===== config.mk =====
export PLATFORM = sky130hd
export DESIGN_NAME = vga_line_gen
export DESIGN_NICKNAME = d
export VERILOG_FILES = /design/src/rtl/vga_pkg.sv /design/src/rtl/vga_line_gen.sv
export SDC_FILE = /design/constraint.sdc
export NUM_CORES = 1
export LEC_CHECK = 0
export CORE_MARGIN = 2
export CORE_UTILIZATION = 56
export CTS_CLUSTER_SIZE = 30
export DETAILED_ROUTE_END_ITERATION = 10
export GPL_ROUTABILITY_DRIVEN = 0
export PLACE_DENSITY_LB_ADDON = 0.15
export RECOVER_POWER = 100
export SLEW_MARGIN = 40
export SYNTH_ARGS = -nofsm -noshare
export SYNTH_HDL_FRONTEND = slang
export SYNTH_SLANG_ARGS = --single-unit

===== constraint.sdc =====
create_clock -name clk_i -period 7.8 [get_ports clk_i]
set_clock_uncertainty 0.1 [all_clocks]
set_input_delay 2.34 -clock clk_i [delete_from_list [all_inputs] [get_ports clk_i]]
set_output_delay 2.34 -clock clk_i [all_outputs]
set_load 0.01 [all_outputs]

===== src/rtl/vga_pkg.sv =====
// Shared types and helpers for the VGA timing generators.
//   line_cfg_t : per-line segment lengths (visible, front, sync, back) + sync polarity
//   seg_e      : line segments, with LINE_END as the "no further segment" marker
//   next_seg   : next non-zero segment after the current one
//   seg_len    : length field of a given segment
//   cfg_valid  : config is usable (visible != 0 and total length >= 2)
package vga_pkg;

   localparam int LINE_CNT_W = 12;

   typedef struct packed {
      logic [LINE_CNT_W-1:0] visible;
      logic [LINE_CNT_W-1:0] front;
      logic [LINE_CNT_W-1:0] sync;
      logic [LINE_CNT_W-1:0] back;
      logic                  sync_pol;
   } line_cfg_t;

   typedef enum logic [2:0] {
      IDLE     = 3'd0,
      ACT      = 3'd1,
      FRP      = 3'd2,
      SYN      = 3'd3,
      BCP      = 3'd4,
      LINE_END = 3'd5
   } seg_e;

   // Segments are visited in enum order; any zero-length segment is skipped,
   // so the search starts at the segment right after cur.
   function automatic seg_e next_seg(seg_e cur, line_cfg_t c);
      seg_e nxt;
      nxt = LINE_END;
      if (cur == IDLE && c.visible != '0)
         nxt = ACT;
      else if (cur inside {IDLE, ACT} && c.front != '0)
         nxt = FRP;
      else if (cur inside {IDLE, ACT, FRP} && c.sync != '0)
         nxt = SYN;
      else if (cur inside {IDLE, ACT, FRP, SYN} && c.back != '0)
         nxt = BCP;
      return nxt;
   endfunction

   function automatic logic [LINE_CNT_W-1:0] seg_len(seg_e s, line_cfg_t c);
      logic [LINE_CNT_W-1:0] len;
      case (s)
         ACT:     len = c.visible;
         FRP:     len = c.front;
         SYN:     len = c.sync;
         BCP:     len = c.back;
         default: len = '0;
      endcase
      return len;
   endfunction

   // Two extra bits so four full-scale fields cannot wrap the sum.
   function automatic logic cfg_valid(line_cfg_t c);
      logic [LINE_CNT_W+1:0] total;
      total = {2'b00, c.visible} + {2'b00, c.front} + {2'b00, c.sync} + {2'b00, c.back};
      return (c.visible != '0) && (total >= (LINE_CNT_W+2)'(2));
   endfunction

endpackage


===== src/rtl/vga_line_gen.sv =====
// Line timing generator: steps ACT -> FRP -> SYN -> BCP once per inc_i strobe.
// Ports:
//   clk_i, rst_i (sync, active-high), inc_i (advance strobe), en_i (run request)
//   cfg_i      : line_cfg_t, shadowed at every line start
//   de_o       : visible area
//   hs_o       : sync with polarity applied
//   pos_o      : index within the visible area, 0 outside it
//   sol_o      : first visible strobe period
//   eol_o      : last strobe period of the line
//   nol_o      : eol_o & inc_i, the line ends on this clock
//   busy_o     : not idle
//   cfg_err_o  : last loaded config was unusable (sticky)
//
// state    | meaning
// ---------+-----------------------------------------------
// IDLE     | stopped; waits for en_i on a strobe
// ACT      | visible pixels, pos_q counts up
// FRP      | front porch
// SYN      | sync pulse
// BCP      | back porch
module vga_line_gen
   import vga_pkg::*;
#(
   parameter int CNT_W           = LINE_CNT_W,
   parameter bit LAST_SEG_IS_EOL = 1'b1
) (
   input  logic             clk_i,
   input  logic             rst_i,
   input  logic             inc_i,
   input  logic             en_i,
   input  line_cfg_t        cfg_i,
   output logic             de_o,
   output logic             hs_o,
   output logic [CNT_W-1:0] pos_o,
   output logic             sol_o,
   output logic             eol_o,
   output logic             nol_o,
   output logic             busy_o,
   output logic             cfg_err_o
);

   seg_e             state_q, state_d;
   logic [CNT_W-1:0] cnt_q, cnt_d;
   logic [CNT_W-1:0] pos_q, pos_d;
   line_cfg_t        cfg_q, cfg_d;
   logic             cfg_err_q, cfg_err_d;

   seg_e nxt_seg;
   logic seg_done;
   logic line_done;
   logic line_load;

   assign nxt_seg   = next_seg(state_q, cfg_q);
   assign seg_done  = (state_q != IDLE) && (cnt_q == '0);
   assign line_done = seg_done && (nxt_seg == LINE_END);
   // A new line is set up either from IDLE on a run request or at the end of
   // the current line; both paths reload the shadow config.
   assign line_load = (state_q == IDLE) ? en_i : line_done;

   always_comb begin
      state_d   = state_q;
      cnt_d     = cnt_q;
      pos_d     = pos_q;
      cfg_d     = cfg_q;
      cfg_err_d = cfg_err_q;

      if (inc_i) begin
         if (line_load) begin
            cfg_d   = cfg_i;
            pos_d   = '0;
            cnt_d   = '0;
            state_d = IDLE;
            if (en_i) begin
               if (cfg_valid(cfg_i)) begin
                  state_d   = ACT;
                  cnt_d     = CNT_W'(cfg_i.visible - LINE_CNT_W'(1));
                  cfg_err_d = 1'b0;
               end else begin
                  cfg_err_d = 1'b1;
               end
            end
         end else if (state_q != IDLE) begin
            if (seg_done) begin
               state_d = nxt_seg;
               cnt_d   = CNT_W'(seg_len(nxt_seg, cfg_q) - LINE_CNT_W'(1));
               pos_d   = '0;
            end else begin
               cnt_d = cnt_q - CNT_W'(1);
               if (state_q == ACT)
                  pos_d = pos_q + CNT_W'(1);
            end
         end
      end
   end

   always_ff @(posedge clk_i) begin
      if (rst_i) begin
         state_q   <= IDLE;
         cnt_q     <= '0;
         pos_q     <= '0;
         cfg_q     <= cfg_i;
         cfg_err_q <= 1'b0;
      end else begin
         state_q   <= state_d;
         cnt_q     <= cnt_d;
         pos_q     <= pos_d;
         cfg_q     <= cfg_d;
         cfg_err_q <= cfg_err_d;
      end
   end

   assign de_o      = (state_q == ACT);
   assign hs_o      = (state_q == SYN) ? cfg_q.sync_pol : ~cfg_q.sync_pol;
   assign pos_o     = pos_q;
   assign sol_o     = (state_q == ACT) && (pos_q == '0);
   // Only the "last non-zero segment" flavour exists; the parameter is kept so
   // horizontal and vertical instances share a parameter list.
   assign eol_o     = line_done && LAST_SEG_IS_EOL;
   assign nol_o     = eol_o && inc_i;
   assign busy_o    = (state_q != IDLE);
   assign cfg_err_o = cfg_err_q;

endmodule


-- Word-level counts from Yosys, hierarchy flattened
Index checks and enable logic that the tools add are counted.
- register bits: 77
- input port bits: 53
- output and inout port bits: 19
- add/subtract/negate cells: 7
- order comparisons: 1
- equality and inequality tests: 8
- muxes and demuxes: 29
- bitwise gates (word level): 1
- reductions and logical operators: 31
- operators with widths (operator ; number):
    $mux W12 ; 13
    $mux W49 ; 3
    $reduce_bool A12 Y1 ; 5
    $pmux W12 S4 ; 1
    $sub A12 B1 Y12 const B ; 3
    $logic_not A12 Y1 ; 2
    $mux W3 ; 6
    $add A13 B12 Y14 ; 1
    $add A14 B12 Y14 ; 1
    $ge A14 B2 Y1 const B ; 1
    $add A12 B12 Y13 ; 1
    $add A12 B1 Y12 const B ; 1
    $eq A3 B2 Y1 const B ; 4
    $reduce_bool A2 Y1 ; 5
    $logic_and A1 B1 Y1 ; 9
    $reduce_and A3 Y1 ; 3
    $reduce_bool A3 Y1 ; 3
    $eq A3 B1 Y1 const B ; 2
    $eq A3 B3 Y1 const B ; 2
    $mux W1 ; 6
    $reduce_and A2 Y1 ; 2
    $reduce_bool A4 Y1 ; 1
    $logic_not A3 Y1 ; 1
    $not A1 Y1 ; 1

-- Logic depth before layout (Yosys ltp)
- depth after elaboration: 17
- gate-level depth with buffers: 16
- gate-level depth less buffers: 15

-- Worst setup path before layout
Ideal clock, no wire load.
- path kind: input-to-reg
- from: input port cfg_i[2] (netlist name)
- to: register cnt_q[2]
- library setup time: 123 ps
- data arrival time: 6056 ps
- setup slack: 1521 ps
- cell stages on the path: 15
- buffers on the path: 1
- cell sequence: inv_1 fa_1 inv_1 fa_1 ha_1 fa_1 a21o_1 a211oi_1 o2111ai_1 or4_1 o41ai_1 nor2_1 clkbuf_1 a221oi_1 nor2_1
- cells in the longest elaborated chain, start to end: 6
- ends and longest elaborated chain (what ; line ; RTL):
    start: declaration ; vga_line_gen.sv:31 ; input line_cfg_t cfg_i,
    $add A14 B12 Y14 ; vga_pkg.sv:59 ; total = {2'b00, c.visible} + {2'b00, c.front} + {2'b00, c.sync} + {2'b00, c.back};
    $ge A14 B2 Y1 ; vga_pkg.sv:60 ; return (c.visible != '0) && (total >= (LINE_CNT_W+2)'(2));
    $logic_and A1 B1 Y1 ; vga_pkg.sv:60 ;
    $mux W12 ; vga_line_gen.sv:74 ; if (cfg_valid(cfg_i)) begin
    $mux W12 ; vga_line_gen.sv:73 ; if (en_i) begin
    $mux W12 ; vga_line_gen.sv:68 ; if (line_load) begin
    end signal: assignment ; vga_line_gen.sv:105 ; cnt_q <= cnt_d;
    end: declaration ; vga_line_gen.sv:43 ; logic [CNT_W-1:0] cnt_q, cnt_d;
Every way passes these cells.
A chain may end at the register's enable or synchronous reset.

-- Worst setup path in the final report
- from: input port cfg_i[2] (netlist name)
- to: register cnt_q[3]
Same word-level chain as after synthesis.

==> impl_summary.txt <==
----------------------------------------------------
[Synthesis]
  Proportion of synthesized chip area in sequential cells ... 39.73%
  Nets in the synthesized netlist ... 611
  EDFF count, synth ... 49
  Number of unique standard cell types used by synthesis ... 66
  Netlist area before placement ... 5115 um2
  Ys Warns ... 0
  Asr flop ratio synth ... 0%
  Seq cells post-synth ... 77
  Synthesized netlist cell count ... 517
  Average footprint of a synthesized cell ... 9.893 um2
  Top_reg_cell synth ... sky130_fd_sc_hd__edfxtp_1

[Global routing]
  Wire length of the first global-routing pass ... 22,380 um
  Global Route Usage Sum ... 29.05%
  Number of global-route vias before repair ... 4,552
  Initial antenna violation count ... 0
  Pin count of the biggest net entering global routing ... 50
  Total congestion overflow after global routing ... 0

[Worst setup path]
  Arrival time at the worst endpoint ... 7.08 ns
  Series of cell instances along the critical path ... dlygate4sd3_1 -> inv_1 -> fa_1 -> inv_1 -> fa_1 -> ha_1 -> fa_1 -> a21o_1 -> a211oi_1 -> o2111ai_1 -> or4_1 -> o41ai_1 -> nor2_1 -> a221oi_1 -> nor2_1
  Slowest Stage Delay on Critical Path ... 0.56 ns
  Critical path launch point type ... input port
  Required time of the critical path ... 7.94 ns
  Startpoint of the worst-slack reg-to-reg timing path ... state_q[2]$_SDFFE_PP0P_
  Critical register-to-register path endpoint ... cnt_q[8]$_SDFFE_PP0P_
  Most frequent cell on the critical path ... sky130_fd_sc_hd__fa_1
  Worst setup EP type ... flop
  Slowest CP cell ... sky130_fd_sc_hd__dlygate4sd3_1
  Highest fanout seen on the critical path ... 13
  Worst reg2reg setup slack ... 2.79 ns
  Number of cells on the worst reg-to-reg path ... 12
  CP top delay family ... adder cells
  Total buffers and inverters traversed by the critical path ... 3
  Kind of critical path ... in2reg

[Timing]
  Count of final setup violators ... 0
  Number of hold-slack violations in the final timing report ... 0
  Number of pins exceeding their max-slew limit in the final report ... 50
  Worst hold slack ... 0.4215 ns
  Unrepaired setup endpoints after global routing ... no
  Slew at the pin closest to its max-slew limit ... 1.959 ns
  Total negative setup slack ... 0 ns
  Period Utilization, post-route ... 89.06%
  Worst rel slew slack ... -30.62%
  Final min period ... 6.947 ns
  F_max ... 144.0 MHz

[Pwr]
  Pwr per Cell Area ... 201.8 nW/um2
  Static power due to leakage ... 2.472 nW
  Largest vdd supply drop ... 0.1012 mV
  Design Power ... 1.237 mW

[Drt]
  Via Count ... 4,457
  Length of the first detailed-routing pass in iterations ... 6
  Number of design rule violations left after detail routing ... 0
  Number of DRC markers after the initial detailed-route iteration ... 373
  Aggregate routed wire length ... 13,540 um
  Routed length per placed instance ... 19.31 um
  Number of routed nets with antenna violations ... 0
  Per-cell via count in the routed design ... 6.358

[Place]
  DP HPWL ... 10,450 um
  Port Buffers ... 71
  Cell total after placement ... 685

[Clock network]
  Buffer levels on the longest clock path ... 2
  Clk pin slew, worst setup/hold paths ... 0.08 ns
  Number of hold buffers added after cts ... 0
  CTS Buf Count ... 9
  Skew-Pair Late Insertion Delay ... 0.35 ns
  Root Buffer ... sky130_fd_sc_hd__clkbuf_8
  Clock tree from TritonCTS ... built
  Number of instances resized during post-cts repair ... 0
  Number of sinks driven by the clock tree ... 77
  Setup fix buffers added after clock tree synthesis ... 0
  H-tree depth reported by CTS ... 3

[Floorplanning]
  Width of the chip ... 99.57 um
  Initial Utilization ... 58.08%
  Placeable core region ... 8806 um2
  Row cnt ... 34
  Ports placed on the boundary ... 72
  Die Y ... 99.57 um
  DIE AREA ... 9914 um2

[Cells and area]
  Fraction of final layout cells sized beyond drive strength 1 ... 5.734%
  Total number of nets in the final design ... 682
  Non-Filler Instances ... 701
  Highest-count cells in the layout ignoring fill and taps ... 68 x sky130_fd_sc_hd__inv_1, 68 x sky130_fd_sc_hd__dlygate4sd3_1, 49 x sky130_fd_sc_hd__edfxtp_1, 40 x sky130_fd_sc_hd__nor2_1, 30 x sky130_fd_sc_hd__a21oi_1
  Layout overhead on the synthesized area ... 19.84%
  Antenna diode count ... 0

[Worst hold path]
  Hold WC Path Type ... reg2reg
  Hold Path Depth ... 2
  Hold_sp ... cfg_err_o$_SDFFE_PP0P_
  Capture endpoint of the worst hold path ... cfg_err_o$_SDFFE_PP0P_

[Flow run]
  MaxCap Viol Count ... 1

[Run status]
  Violations in the final reports ... max-capacitance violations, max-slew violations
  Run status ... finished with violations

----------------------------------------------------
[where the power goes]
part	switching (mW)	internal, mW
registers	0.0318	0.472
clock network	0.152	0.182
logic	0.222	0.178
[worst max path at each step]
stage             start  slack, ns                     to  cells after the start
6_report       cfg_i[2]       0.85  cnt_q[3]$_SDFFE_PP0P_                     15
5_1_grt        cfg_i[2]       0.62  cnt_q[3]$_SDFFE_PP0P_                     15
4_1_cts        cfg_i[2]       1.05  cnt_q[5]$_SDFFE_PP0P_                     15
3_5_place_dp   cfg_i[2]       0.71  cnt_q[5]$_SDFFE_PP0P_                     15
3_3_place_gp   cfg_i[2]       0.78  cnt_q[3]$_SDFFE_PP0P_                     15
2_1_floorplan  cfg_i[2]       1.52  cnt_q[2]$_SDFFE_PP0P_                     15
[per-stage QoR]
step	area (um2)	utilization, %	setup WS, ns
final	6130	69.61	0.8535
after global routing	6130	69.61	0.6181
after CTS	6145	69.78	1.047
after detailed placement	5928	67.32	0.7074
after global placement	5913	67.15	0.7846
after floorplan	5115	-	1.521
[flip-flops by register name, indices dropped and copies added, names as in the netlist]
register and cells:
cfg_err_o 1, cfg_q 49, cnt_q 12, pos_o 12, state_q 3
[worst reg2reg max path, cell delays in order, from the launching register on]
cell and delay [ns]:
sky130_fd_sc_hd__dfxtp_1 0.52, sky130_fd_sc_hd__nor3_1 0.92, sky130_fd_sc_hd__clkinv_1 0.59, sky130_fd_sc_hd__a31oi_2 0.73, sky130_fd_sc_hd__a211oi_1 0.14, sky130_fd_sc_hd__a221o_1 0.36
sky130_fd_sc_hd__o22ai_2 0.25, sky130_fd_sc_hd__ha_1 0.26, sky130_fd_sc_hd__o221ai_1 0.23, sky130_fd_sc_hd__nor4_1 0.40, sky130_fd_sc_hd__xor2_1 0.12, sky130_fd_sc_hd__a22oi_1 0.18
sky130_fd_sc_hd__a21oi_1 0.09
[layer usage]
layer | wire length [um] | track usage (%) | vias up | part of all wire, %
met5 | 0 | 0 | - | 0
met4 | 488 | 13.80 | 0 | 3.6
met3 | 1189 | 6.254 | 52 | 8.8
met2 | 6502 | 47.30 | 241 | 48
met1 | 5357 | 37.09 | 2129 | 40
li1 | - | - | 2035 | -
[cell usage after synthesis, types with 17 or more instances]
| master | count | area (um2) |
|---|---|---|
| sky130_fd_sc_hd__dfxtp_1 | 28 | 560.5 |
| sky130_fd_sc_hd__nor4_1 | 18 | 112.6 |
| sky130_fd_sc_hd__a21oi_1 | 30 | 150.1 |
| sky130_fd_sc_hd__nor2_1 | 40 | 150.1 |
| sky130_fd_sc_hd__xnor2_1 | 19 | 166.4 |
| sky130_fd_sc_hd__o21ai_0 | 20 | 100.1 |
| sky130_fd_sc_hd__ha_1 | 17 | 212.7 |
| sky130_fd_sc_hd__nand2_1 | 27 | 101.4 |
| sky130_fd_sc_hd__edfxtp_1 | 49 | 1471 |
| sky130_fd_sc_hd__fa_1 | 24 | 480.5 |
| sky130_fd_sc_hd__inv_1 | 68 | 255.2 |
[logic make-up after synthesis]
logic type                 Yosys count  share of synthesized area [%]
muxes                                2                         0.4158
xor gates and xnor gates            32                          5.479
and+or+nand+nor                    153                          16.17
buffers and inverters               82                          6.311
AOI/OAI and AO/OA                  130                          18.35
adders and majority gates           41                          13.55
DFF                                 77                          39.73
[final cells by class]
cell class                 count  area [um2]
multi-input combinational    358        2761
sequential                    77        2032
fill                         682        2676
clock buffer                  11       131.4
timing repair buffer          73       725.7
inverter                      69       259.0
tap                          108       135.1
clock inverter                 5       85.08
Note: power is estimated with default switching activity, not from simulation.
